<file path="config.mk">
export PLATFORM = sky130hd
export DESIGN_NAME = parking_gate_sensor
export DESIGN_NICKNAME = d
export VERILOG_FILES = /design/src/rtl/parking_gate_sensor.sv
export SDC_FILE = /design/constraint.sdc
export NUM_CORES = 1
export LEC_CHECK = 0
export ABC_CLOCK_PERIOD_IN_PS = 2450
export BUFFER_PORTS_ARGS = -buffer_cell sky130_fd_sc_hd__buf_2
export CORE_ASPECT_RATIO = 0.8
export CORE_MARGIN = 8
export CORE_UTILIZATION = 45
export CTS_CLUSTER_SIZE = 28
export DETAILED_ROUTE_END_ITERATION = 16
export GPL_TIMING_DRIVEN = 0
export MAX_ROUTING_LAYER = met4
export REMOVE_ABC_BUFFERS = 1
export SETUP_SLACK_MARGIN = 0.2
export SLEW_MARGIN = 20
export SYNTH_ARGS = -nofsm -noshare
export SYNTH_HDL_FRONTEND = slang
export SYNTH_SLANG_ARGS = --single-unit
</file>
<file path="constraint.sdc">
create_clock -name clock -period 2.45 [get_ports clock]
set_input_delay 0.6125 -clock clock [delete_from_list [all_inputs] [get_ports clock]]
set_output_delay 0.6125 -clock clock [all_outputs]
set_load 0.02 [all_outputs]
</file>
<file path="src/rtl/parking_gate_sensor.sv">
// parking_gate_sensor: synchronises and debounces two gate beams, then tracks
// each car's beam-break sequence to emit one inc per entry and one dec per exit.
module parking_gate_sensor #(
   parameter int DEBOUNCE = 4
) (
   input  logic clock,
   input  logic reset,
   input  logic a_raw,
   input  logic b_raw,
   output logic inc,
   output logic dec,
   output logic err,
   output logic busy,
   output logic a_filt,
   output logic b_filt
);
   typedef enum logic [2:0] {IDLE, EN1, EN2, EN3, EX1, EX2, EX3, CLR} state_t;
   logic [1:0] sync1_q, sync_q, filt_q;
   logic [7:0] cnt_q [2];
   state_t state_q, state_d;
   logic inc_q, dec_q, err_q, busy_q, inc_d, dec_d, err_d;
   logic [1:0] ab;
   // bit 1 carries beam a, bit 0 carries beam b throughout
   assign ab = filt_q;
   always_ff @(posedge clock) begin
      if (!reset) begin
         sync1_q <= '0;
         sync_q  <= '0;
         filt_q  <= '0;
         for (int i = 0; i < 2; i++) cnt_q[i] <= '0;
      end else begin
         sync1_q <= {a_raw, b_raw};
         sync_q  <= sync1_q;
         for (int i = 0; i < 2; i++)
            if (sync_q[i] == filt_q[i]) cnt_q[i] <= '0;
            else if (cnt_q[i] == 8'(DEBOUNCE - 1)) begin
               filt_q[i] <= sync_q[i];
               cnt_q[i]  <= '0;
            end else cnt_q[i] <= cnt_q[i] + 8'd1;
      end
   end
   always_comb begin
      state_d = state_q;
      inc_d   = 1'b0;
      dec_d   = 1'b0;
      err_d   = 1'b0;
      case (state_q)
         IDLE: begin
            state_d = ab == 2'b10 ? EN1 : ab == 2'b01 ? EX1 : ab == 2'b11 ? CLR : IDLE;
            err_d   = ab == 2'b11;
         end
         EN1: begin
            state_d = ab == 2'b11 ? EN2 : ab == 2'b00 ? IDLE : ab == 2'b01 ? CLR : EN1;
            err_d   = ab == 2'b01;
         end
         EN2: begin
            state_d = ab == 2'b01 ? EN3 : ab == 2'b10 ? EN1 : ab == 2'b00 ? CLR : EN2;
            err_d   = ab == 2'b00;
         end
         EN3: begin
            state_d = ab == 2'b00 ? IDLE : ab == 2'b11 ? EN2 : ab == 2'b10 ? CLR : EN3;
            inc_d   = ab == 2'b00;
            err_d   = ab == 2'b10;
         end
         EX1: begin
            state_d = ab == 2'b11 ? EX2 : ab == 2'b00 ? IDLE : ab == 2'b10 ? CLR : EX1;
            err_d   = ab == 2'b10;
         end
         EX2: begin
            state_d = ab == 2'b10 ? EX3 : ab == 2'b01 ? EX1 : ab == 2'b00 ? CLR : EX2;
            err_d   = ab == 2'b00;
         end
         EX3: begin
            state_d = ab == 2'b00 ? IDLE : ab == 2'b11 ? EX2 : ab == 2'b01 ? CLR : EX3;
            dec_d   = ab == 2'b00;
            err_d   = ab == 2'b01;
         end
         CLR: state_d = ab == 2'b00 ? IDLE : CLR;
      endcase
   end
   always_ff @(posedge clock) begin
      if (!reset) begin
         state_q <= IDLE;
         inc_q   <= 1'b0;
         dec_q   <= 1'b0;
         err_q   <= 1'b0;
         busy_q  <= 1'b0;
      end else begin
         state_q <= state_d;
         inc_q   <= inc_d;
         dec_q   <= dec_d;
         err_q   <= err_d;
         busy_q  <= state_d != IDLE;
      end
   end
   assign inc    = inc_q;
   assign dec    = dec_q;
   assign err    = err_q;
   assign busy   = busy_q;
   assign a_filt = filt_q[1];
   assign b_filt = filt_q[0];
endmodule

</file>
==> results of run 1 <==
-- state kept, by name, indices dropped and copies added (netlist names) --
name	cells
ab	2
busy	1
cnt_q	16
dec	1
err	1
inc	1
state_q	3
sync1_q	2
sync_q	2
-- power by group --
group / leakage, nW / switching, mW / internal (mW) / total, mW
combinational: 0.397 / 0.0189 / 0.0146 / 0.0335
sequential: 0.271 / 0.0132 / 0.528 / 0.541
clock: 0.0528 / 0.170 / 0.299 / 0.469
total: 0.720 / 0.202 / 0.842 / 1.04
-- critical path: cells and delay by family (launching register included) --
| family | cells | cell delay [ns] |
|---|---|---|
| flops | 1 | 0.46 |
| compound gates | 3 | 0.69 |
| buf+inv | 1 | 0.14 |
| fa+ha+maj | 1 | 0.29 |
| mux | 1 | 0.31 |
-- cell usage in the layout, fill, tap and decap left out, types with 5 or more instances in the layout --
cell type  count
and2_1         7
buf_2          9
clkbuf_8       5
conb_1        16
dfxtp_1       13
edfxtp_1      16
ha_1           9
inv_1          6
nand3_1       15
nor2_1        19
nor2b_1        5
xor2_1        12
-- final cells by class --
| type | instances | area (µm²) |
|---|---|---|
| clock buffers | 6 | 72.6 |
| repair buffers | 9 | 45.0 |
| fillers | 299 | 1580 |
| multi-input cells | 126 | 803 |
| flip-flops and latches | 29 | 741 |
| clock inverters | 2 | 33.8 |
| well taps | 42 | 52.6 |
| inverters | 6 | 22.5 |
-- final timing paths --
path	from	end	slack, ns	cells after the start
hold / removal	sync1_q[0]$_SDFF_PN0_	sync_q[0]$_SDFF_PN0_	0.44	1
hold reg to reg	sync1_q[0]$_SDFF_PN0_	sync_q[0]$_SDFF_PN0_	0.44	1
setup / recovery	ab[1]$_SDFFE_PN0P_	busy$_SDFF_PN0_	0.45	6
setup reg to reg	ab[1]$_SDFFE_PN0P_	busy$_SDFF_PN0_	0.45	6
-- through the flow --
stage	instance area, µm²	util [%]
final	1770	52.8
after global routing	1770	52.8
after CTS	1770	52.8
after detailed placement	1660	49.6
after global placement	1660	49.6
after floorplan	1570	-
-- logic make-up (layout without fill, tap and decap cells) --
kind of cell	Yosys count	after routing	synth area share [%]
flops	29	29	48.4
xor+xnor	14	14	8.01
mux	6	6	4.49
fa+ha+maj	9	9	7.35
simple gates	67	67	22.3
buf+inv	10	23	2.86
compound gates	14	14	6.37
other cells	1	16	0.245
-- per-layer routing --
layer	wire length (µm)	up-vias
met1	1170	473
met2	1090	23
met3	143	6
met4	52	0
li1	-	560
met5	0	-
==> flow_summary_export.csv, run 1 <==
group,metric,value,unit
worst_setup_path,cp.arrival,2.16,ns
clock_network,clkTransAtPathRegs,0.06,ns
sta,fin_setup_tns,0,ns
synth,yosysWarnings,0,
layout,drive_gt1_share,10.7,%
layout,nets,190,
synth,synth_top_area_share,31.4,%
sta,hold_ws,0.438,ns
sta,fin_crit_sh,81.5,%
sta,slew_violations,0,
die,dieArea,5540,µm²
clock_network,cts_made_buffers,5,
clock_network,cts_hold_buf,0,
worst_setup_path,cpPeakStageDelay,0.46,ns
synth,yosysSeqAreaShare,48.4,%
synth,synth-edff-count,16,
sta,fmax,0.501,GHz
worst_setup_path,critical_path_class,"flip-flop to flip-flop",
worst_setup_path,slowest_stage,"dfxtp_1",
synth,synth_seq_cells,29,
power_and_ir_drop,powerDensity,590,nW/µm²
synth,synth_cell_type_count,34,
die,core-area,3350,µm²
power_and_ir_drop,total_power,1.04,mW
drt,remaining_drc_errors,0,
power_and_ir_drop,p_leak,0.720,nW
clock_network,clkSinkCount,29,
worst_setup_path,startpoint_type,"flip-flop",
grt,grt_pass1_wl,4460,µm
drt,vias,1062,
drt,via_per_inst,4.83,
drt,drt.antenna.violating_nets,0,
worst_hold_path,min-delay-path-class,"flip-flop to flip-flop",
job,maxCapViolations,0,
synth,async_flop_share,0,%
sta,worst_slack,0.453,ns
sta,min_period,2.00,ns
worst_setup_path,crit_chain,"inv_1, ha_1, mux2_1, a211oi_1, a21oi_1, o31a_1",
grt,antenna_found_initial,0,
die,die-height,68.2,µm
grt,grtUsageTotal,11.0,%
placed_design,placed_cells,212,
outcome,outcome,"finished, final reports clean",
grt,grt_util_met2,17.3,%
synth,synth_flop_cell,"edfxtp_1",
layout,area_delta_synth_final,15.6,%
placed_design,portBuffers,9,
synth,syn_inst,150,
grt,grt_busiest_layer,"met2",
die,io_pins,10,
die,rows,19,
synth,syn-cell-area,1530,µm²
grt,grt_overflow_total,0,
sta,hold_viol_final,0,
placed_design,dp.final_hpwl,1800,µm
clock_network,cts_tree,"built",
placed_design,dp_slack,0.472,ns
drt,drt-total-wl,2460,µm
grt,grt_max_degree,16,
power_and_ir_drop,ir_worst_vdd,452,µV
synth,avgSynthCellArea,10.2,µm²
layout,stdcell_count,220,
placed_design,gp_congestion,0.793,
layout,antenna_cells,0,
sta,finalSetupViolations,0,
synth,yosys-top-cells-count,"19 x nor2_1, 16 x edfxtp_1, 15 x nand3_1, 13 x dfxtp_1, 12 x xor2_1",
drt,drt_iter0_drc,75,
clock_network,root_buffer,"clkbuf_8",
worst_setup_path,critical_path.max_fanout,7,
die,initial_core_util,45.7,%
grt,grt_pass1_vias,1044,
drt,routedWlPerCell,11.2,µm
clock_network,clk_path_buf_depth,2,
worst_setup_path,required,2.61,ns
clock_network,post_cts.repair.setup_buffers,0,
synth,synthTopCellsByArea,"edfxtp_1 31%, dfxtp_1 17%, ha_1 7.4%, xor2_1 6.9%, nand3_1 4.9%",
clock_network,htree_num_levels,2,
sta,skew,0.00574,ns
clock_network,insertion_delay,0.28,ns
clock_network,post_cts_resized,0,
drt,dr.pass1.iters,6,
synth,synth.largest_area_cell,"edfxtp_1",
synth,synth.most_common_cell,"nor2_1",
grt,met3_usage,4.20,%
worst_setup_path,endpoint_kind,"flip-flop",
die,die_x,81.2,µm
grt,globalRouteMet1Util,12.2,%
sta,rsz0062_at_grt,"false",
(Power assumes the default switching activity.)
==> run 2: changes to the inputs <==
ABC_CLOCK_PERIOD_IN_PS = 1600   (was 2450)
clock period = 1.6 ns   (was 2.45 ns; I/O delays follow)
==> flow_summary_export.csv, run 2 (same netlist as run 1, synthesis figures left out) <==
group,metric,value,unit
grt,grtUsageTotal,11.9,%
clock_network,cts_tree,"built",
worst_setup_path,slowest_stage,"dfxtp_4",
job,maxCapViolations,0,
die,rows,19,
drt,drt.antenna.violating_nets,0,
worst_setup_path,cp.arrival,1.80,ns
clock_network,cts_made_buffers,5,
placed_design,dp.final_hpwl,1800,µm
clock_network,clk_path_buf_depth,2,
layout,stdcell_count,228,
sta,slew_violations,0,
sta,rsz0062_at_grt,"true",
worst_setup_path,path_buf_inv,1,
layout,area_delta_synth_final,30.7,%
sta,worst_slack,-0.0314,ns
layout,drive_gt1_share,32.8,%
sta,relSlewSlack,63.5,%
die,initial_core_util,45.7,%
clock_network,clkSinkCount,29,
layout,nets,198,
power_and_ir_drop,ir_worst_vdd,744,µV
sta,finalSetupViolations,1,
worst_setup_path,endpoint_kind,"flip-flop",
die,io_pins,10,
layout,largest_register_ffs,16,
placed_design,dpl_cell_area,1660,µm²
die,die_x,81.2,µm
die,dieArea,5540,µm²
die,die-height,68.2,µm
sta,tightest_slew,0.547,ns
worst_setup_path,required,1.77,ns
worst_setup_path,cpPeakStageDelay,0.39,ns
die,core-area,3350,µm²
layout,biggestRegsByFlops,"cnt_q x16, state_q x3",
worst_setup_path,startpoint_type,"flip-flop",
grt,antenna_found_initial,0,
worst_hold_path,min-delay-path-class,"input port to flip-flop",
power_and_ir_drop,powerDensity,810,nW/µm²
worst_setup_path,cp_top_family,"compound AO/OA/AOI/OAI gates",
drt,drt_iter0_drc,81,
placed_design,portBuffers,9,
sta,hold_viol_final,0,
layout,antenna_cells,0,
grt,grt_overflow_total,0,
placed_design,gp_congestion,0.793,
clock_network,clkTransAtPathRegs,0.06,ns
grt,grt_max_degree,16,
outcome,outcome,"complete, but fails checks",
drt,dr.pass1.iters,4,
clock_network,insertion_delay,0.28,ns
drt,drt-total-wl,2890,µm
layout,layout_common_cells,"16 x edfxtp_1, 16 x conb_1, 13 x nand3_1, 12 x xor2_1, 12 x nor2_2",
placed_design,placed_cells,212,
worst_setup_path,critical_path_class,"flip-flop to flip-flop",
sta,skew,0.00684,ns
clock_network,htree_num_levels,2,
layout,largest-register,"cnt_q",
drt,remaining_drc_errors,0,
grt,grt_pass1_vias,1102,
power_and_ir_drop,p_leak,0.775,nW
drt,via_per_inst,4.92,
sta,min_period,1.63,ns
sta,fmax,0.613,GHz
worst_setup_path,crit_chain,"inv_4, ha_2, mux2_4, a221oi_4, o21ai_2, o31a_1",
clock_network,root_buffer,"clkbuf_8",
grt,grt_pass1_wl,4770,µm
outcome,violations,"negative setup slack",
drt,routedWlPerCell,12.7,µm
sta,fin_crit_sh,102,%
layout,design_area,2000,µm²
drt,vias,1121,
worst_setup_path,critical_path.max_fanout,4,
[run 2: routing by layer]
metal	track usage, %	wire [µm]	vias up
li1	-	-	580
met3	4.20	120	6
met2	18.8	1400	18
met4	6.44	52	0
met5	-	0	-
met1	13.0	1320	517
[run 2: path summary, 6_finish.rpt]
kind / from / to / slack, ns / cells past startpoint
worst max-delay path: ab[1]$_SDFFE_PN0P_ / busy$_SDFF_PN0_ / -0.03 / 6
worst max register to register: ab[1]$_SDFFE_PN0P_ / busy$_SDFF_PN0_ / -0.03 / 6
worst min-delay path: a_raw / sync1_q[1]$_SDFF_PN0_ / 0.33 / 2
worst min register to register: sync1_q[0]$_SDFF_PN0_ / sync_q[0]$_SDFF_PN0_ / 0.44 / 1
[run 2: timing repair]
item                                    CTS  global route
buffers inserted                          4             4
hold endpoints to repair                  0             0
endpoints found under the setup margin   21            23
hold buffers                              0             0
pin swaps                                 8            18
gates resized for setup                  22            24
[run 2: report_power, final]
group	switching, mW	internal (mW)	total (mW)	leakage (nW)
Sequential	0.0220	0.806	0.827	0.273
Clock	0.265	0.459	0.723	0.0528
Combinational	0.0408	0.0297	0.0705	0.449
Total	0.327	1.29	1.62	0.775
[run 2: cell type report]
| type | instances | area (µm²) |
|---|---|---|
| Timing Repair Buffer | 17 | 105 |
| Multi-Input combinational cell | 126 | 957 |
| Inverter | 6 | 30.0 |
| Fill cell | 272 | 1350 |
| Clock inverter | 2 | 33.8 |
| Tap cell | 42 | 52.6 |
| Sequential cell | 29 | 751 |
| Clock buffer | 6 | 72.6 |
[run 2: through the flow]
| step | hold WS (ns) | util, % | power (mW) | setup TNS, ns | setup WS [ns] |
|---|---|---|---|---|---|
| floorplan | 0.412 | - | 0.878 | -0.847 | -0.319 |
| global placement | 0.417 | 49.6 | 0.894 | -0.948 | -0.365 |
| detailed placement | 0.424 | 49.6 | 0.895 | -1.09 | -0.378 |
| CTS | 0.317 | 56.3 | 1.63 | -0.0214 | -0.0214 |
| global route | 0.332 | 59.7 | 1.69 | -0.0905 | -0.0905 |
| finish | 0.325 | 59.7 | 1.62 | -0.0314 | -0.0314 |
==> run 3: changes to the inputs <==
CORE_MARGIN = not set   (was 8)
MAX_ROUTING_LAYER = not set   (was met4)
PLACE_DENSITY = 0.72   (was not set)
==> flow_summary_export.csv, run 3 (same netlist as run 1, synthesis figures left out) <==
group,metric,value,unit
clock_network,insertion_delay,0.29,ns
clock_network,cts_tree,"built",
worst_setup_path,path_buf_inv,1,
drt,remaining_drc_errors,0,
sta,hold_viol_final,0,
layout,ff_latch_area,751,µm²
worst_setup_path,slowest_stage,"dfxtp_4",
drt,drt.antenna.violating_nets,0,
placed_design,placed_cells,210,
placed_design,dp_slack,-0.313,ns
layout,area_delta_synth_final,35.7,%
grt,grt_pass1_wl,4600,µm
layout,fillers,226,
worst_setup_path,critical_path.max_fanout,5,
layout,biggestRegsByFlops,"cnt_q x16, state_q x3",
clock_network,htree_num_levels,2,
sta,worst_slack,-0.149,ns
grt,grt_overflow_total,0,
sta,tightest_slew,0.537,ns
layout,stdcell_count,232,
die,dieArea,3640,µm²
drt,vias,1159,
clock_network,clkTransAtPathRegs,0.07,ns
sta,fmax,0.572,GHz
grt,grtUsageTotal,18.2,%
die,rows,18,
outcome,outcome,"complete, but fails checks",
layout,largest_register_ffs,16,
power_and_ir_drop,p_leak,0.813,nW
die,core-area,3150,µm²
placed_design,portBuffers,9,
worst_setup_path,cp_top_family,"compound AO/OA/AOI/OAI gates",
clock_network,clk_path_buf_depth,2,
layout,layout_common_cells,"16 x edfxtp_1, 16 x conb_1, 14 x buf_4, 13 x nand3_1, 12 x xor2_1",
sta,skew,0.00590,ns
worst_setup_path,cpPeakStageDelay,0.38,ns
job,maxCapViolations,0,
layout,antenna_cells,0,
sta,relSlewSlack,64.1,%
layout,nets,204,
layout,drive_gt1_share,33.9,%
worst_setup_path,endpoint_kind,"flip-flop",
sta,min_period,1.75,ns
worst_setup_path,required,1.78,ns
outcome,violations,"negative setup slack",
layout,design_area,2080,µm²
drt,drt-total-wl,3140,µm
layout,largest-register,"cnt_q",
clock_network,cts_hold_buf,0,
grt,antenna_found_initial,0,
worst_hold_path,min-delay-path-class,"input port to flip-flop",
power_and_ir_drop,powerDensity,791,nW/µm²
worst_setup_path,startpoint_type,"flip-flop",
sta,hold_ws,0.312,ns
worst_setup_path,cp.arrival,1.92,ns
sta,slew_violations,0,
drt,via_per_inst,5.00,
sta,finalSetupViolations,3,
die,io_pins,10,
placed_design,dpl_cell_area,1660,µm²
placed_design,gp_congestion,0.894,
layout,multi_input_area,985,µm²
clock_network,clkSinkCount,29,
power_and_ir_drop,ir_worst_vdd,452,µV
drt,drt_iter0_drc,104,
clock_network,root_buffer,"clkbuf_8",
sta,fin_setup_tns,-0.171,ns
drt,routedWlPerCell,13.5,µm
sta,rsz0062_at_grt,"true",
die,die_x,67.2,µm
placed_design,dp.final_hpwl,1740,µm
die,die-height,54.2,µm
drt,dr.pass1.iters,4,
clock_network,cts_made_buffers,5,
die,initial_core_util,48.6,%
worst_setup_path,crit_chain,"buf_6, ha_4, nor4_1, a31oi_1, a31o_1, o31a_1",
worst_setup_path,critical_path_class,"flip-flop to flip-flop",
grt,grt_max_degree,16,
grt,grt_pass1_vias,1047,
sta,fin_crit_sh,109,%
[run 3: cell count changes in the layout (fill, tap and decap cells not counted), sizes merged]
| cell | change |
|---|---|
| buf | +6 |
[run 3: timing repair]
item                       4_1_cts  5_1_grt
resized for setup               27       23
pin swaps                       11       20
setup buffers                    9        5
setup endpoints to repair       21       24
[run 3: worst reg2reg max path, cell delays in order (launching register included)]
cell	delay [ns]
dfxtp_4	0.38
buf_6	0.13
ha_4	0.16
nor4_1	0.34
a31oi_1	0.09
a31o_1	0.25
o31a_1	0.29
[run 3: metal layers]
metal	track usage, %	part of all wire [%]	vias to the layer above
li1	-	-	588
met1	21.6	45	542
met2	28.8	48	19
met3	8.26	4.5	10
met4	7.45	2.5	0
met5	0	0	-
[run 3: final timing paths]
path	start	end	slack, ns	cells past startpoint
worst max-delay path	ab[1]$_SDFFE_PN0P_	busy$_SDFF_PN0_	-0.15	6
worst min-delay path	a_raw	sync1_q[1]$_SDFF_PN0_	0.31	2
worst max register to register	ab[1]$_SDFFE_PN0P_	busy$_SDFF_PN0_	-0.15	6
worst min register to register	sync1_q[1]$_SDFF_PN0_	sync_q[1]$_SDFF_PN0_	0.44	1
[run 3: per-stage QoR]
step | power [mW] | util (%)
3_5_place_dp | 0.895 | 52.7
2_1_floorplan | 0.878 | -
5_1_grt | 1.70 | 65.9
3_3_place_gp | 0.893 | 52.7
6_report | 1.64 | 65.9
4_1_cts | 1.63 | 61.6
[run 3: report_power, final]
group | internal (mW) | switching (mW)
logic | 0.0338 | 0.0412
clock network | 0.459 | 0.283
registers | 0.805 | 0.0214
total | 1.30 | 0.345
[run 3: cell type report]
class | count | area share [%]
clock inverters | 2 | 1.63
clock buffers | 6 | 3.49
flip-flops and latches | 29 | 36.1
inverters | 6 | 1.44
well taps | 40 | 2.41
repair buffers | 23 | 7.53
multi-input cells | 126 | 47.4
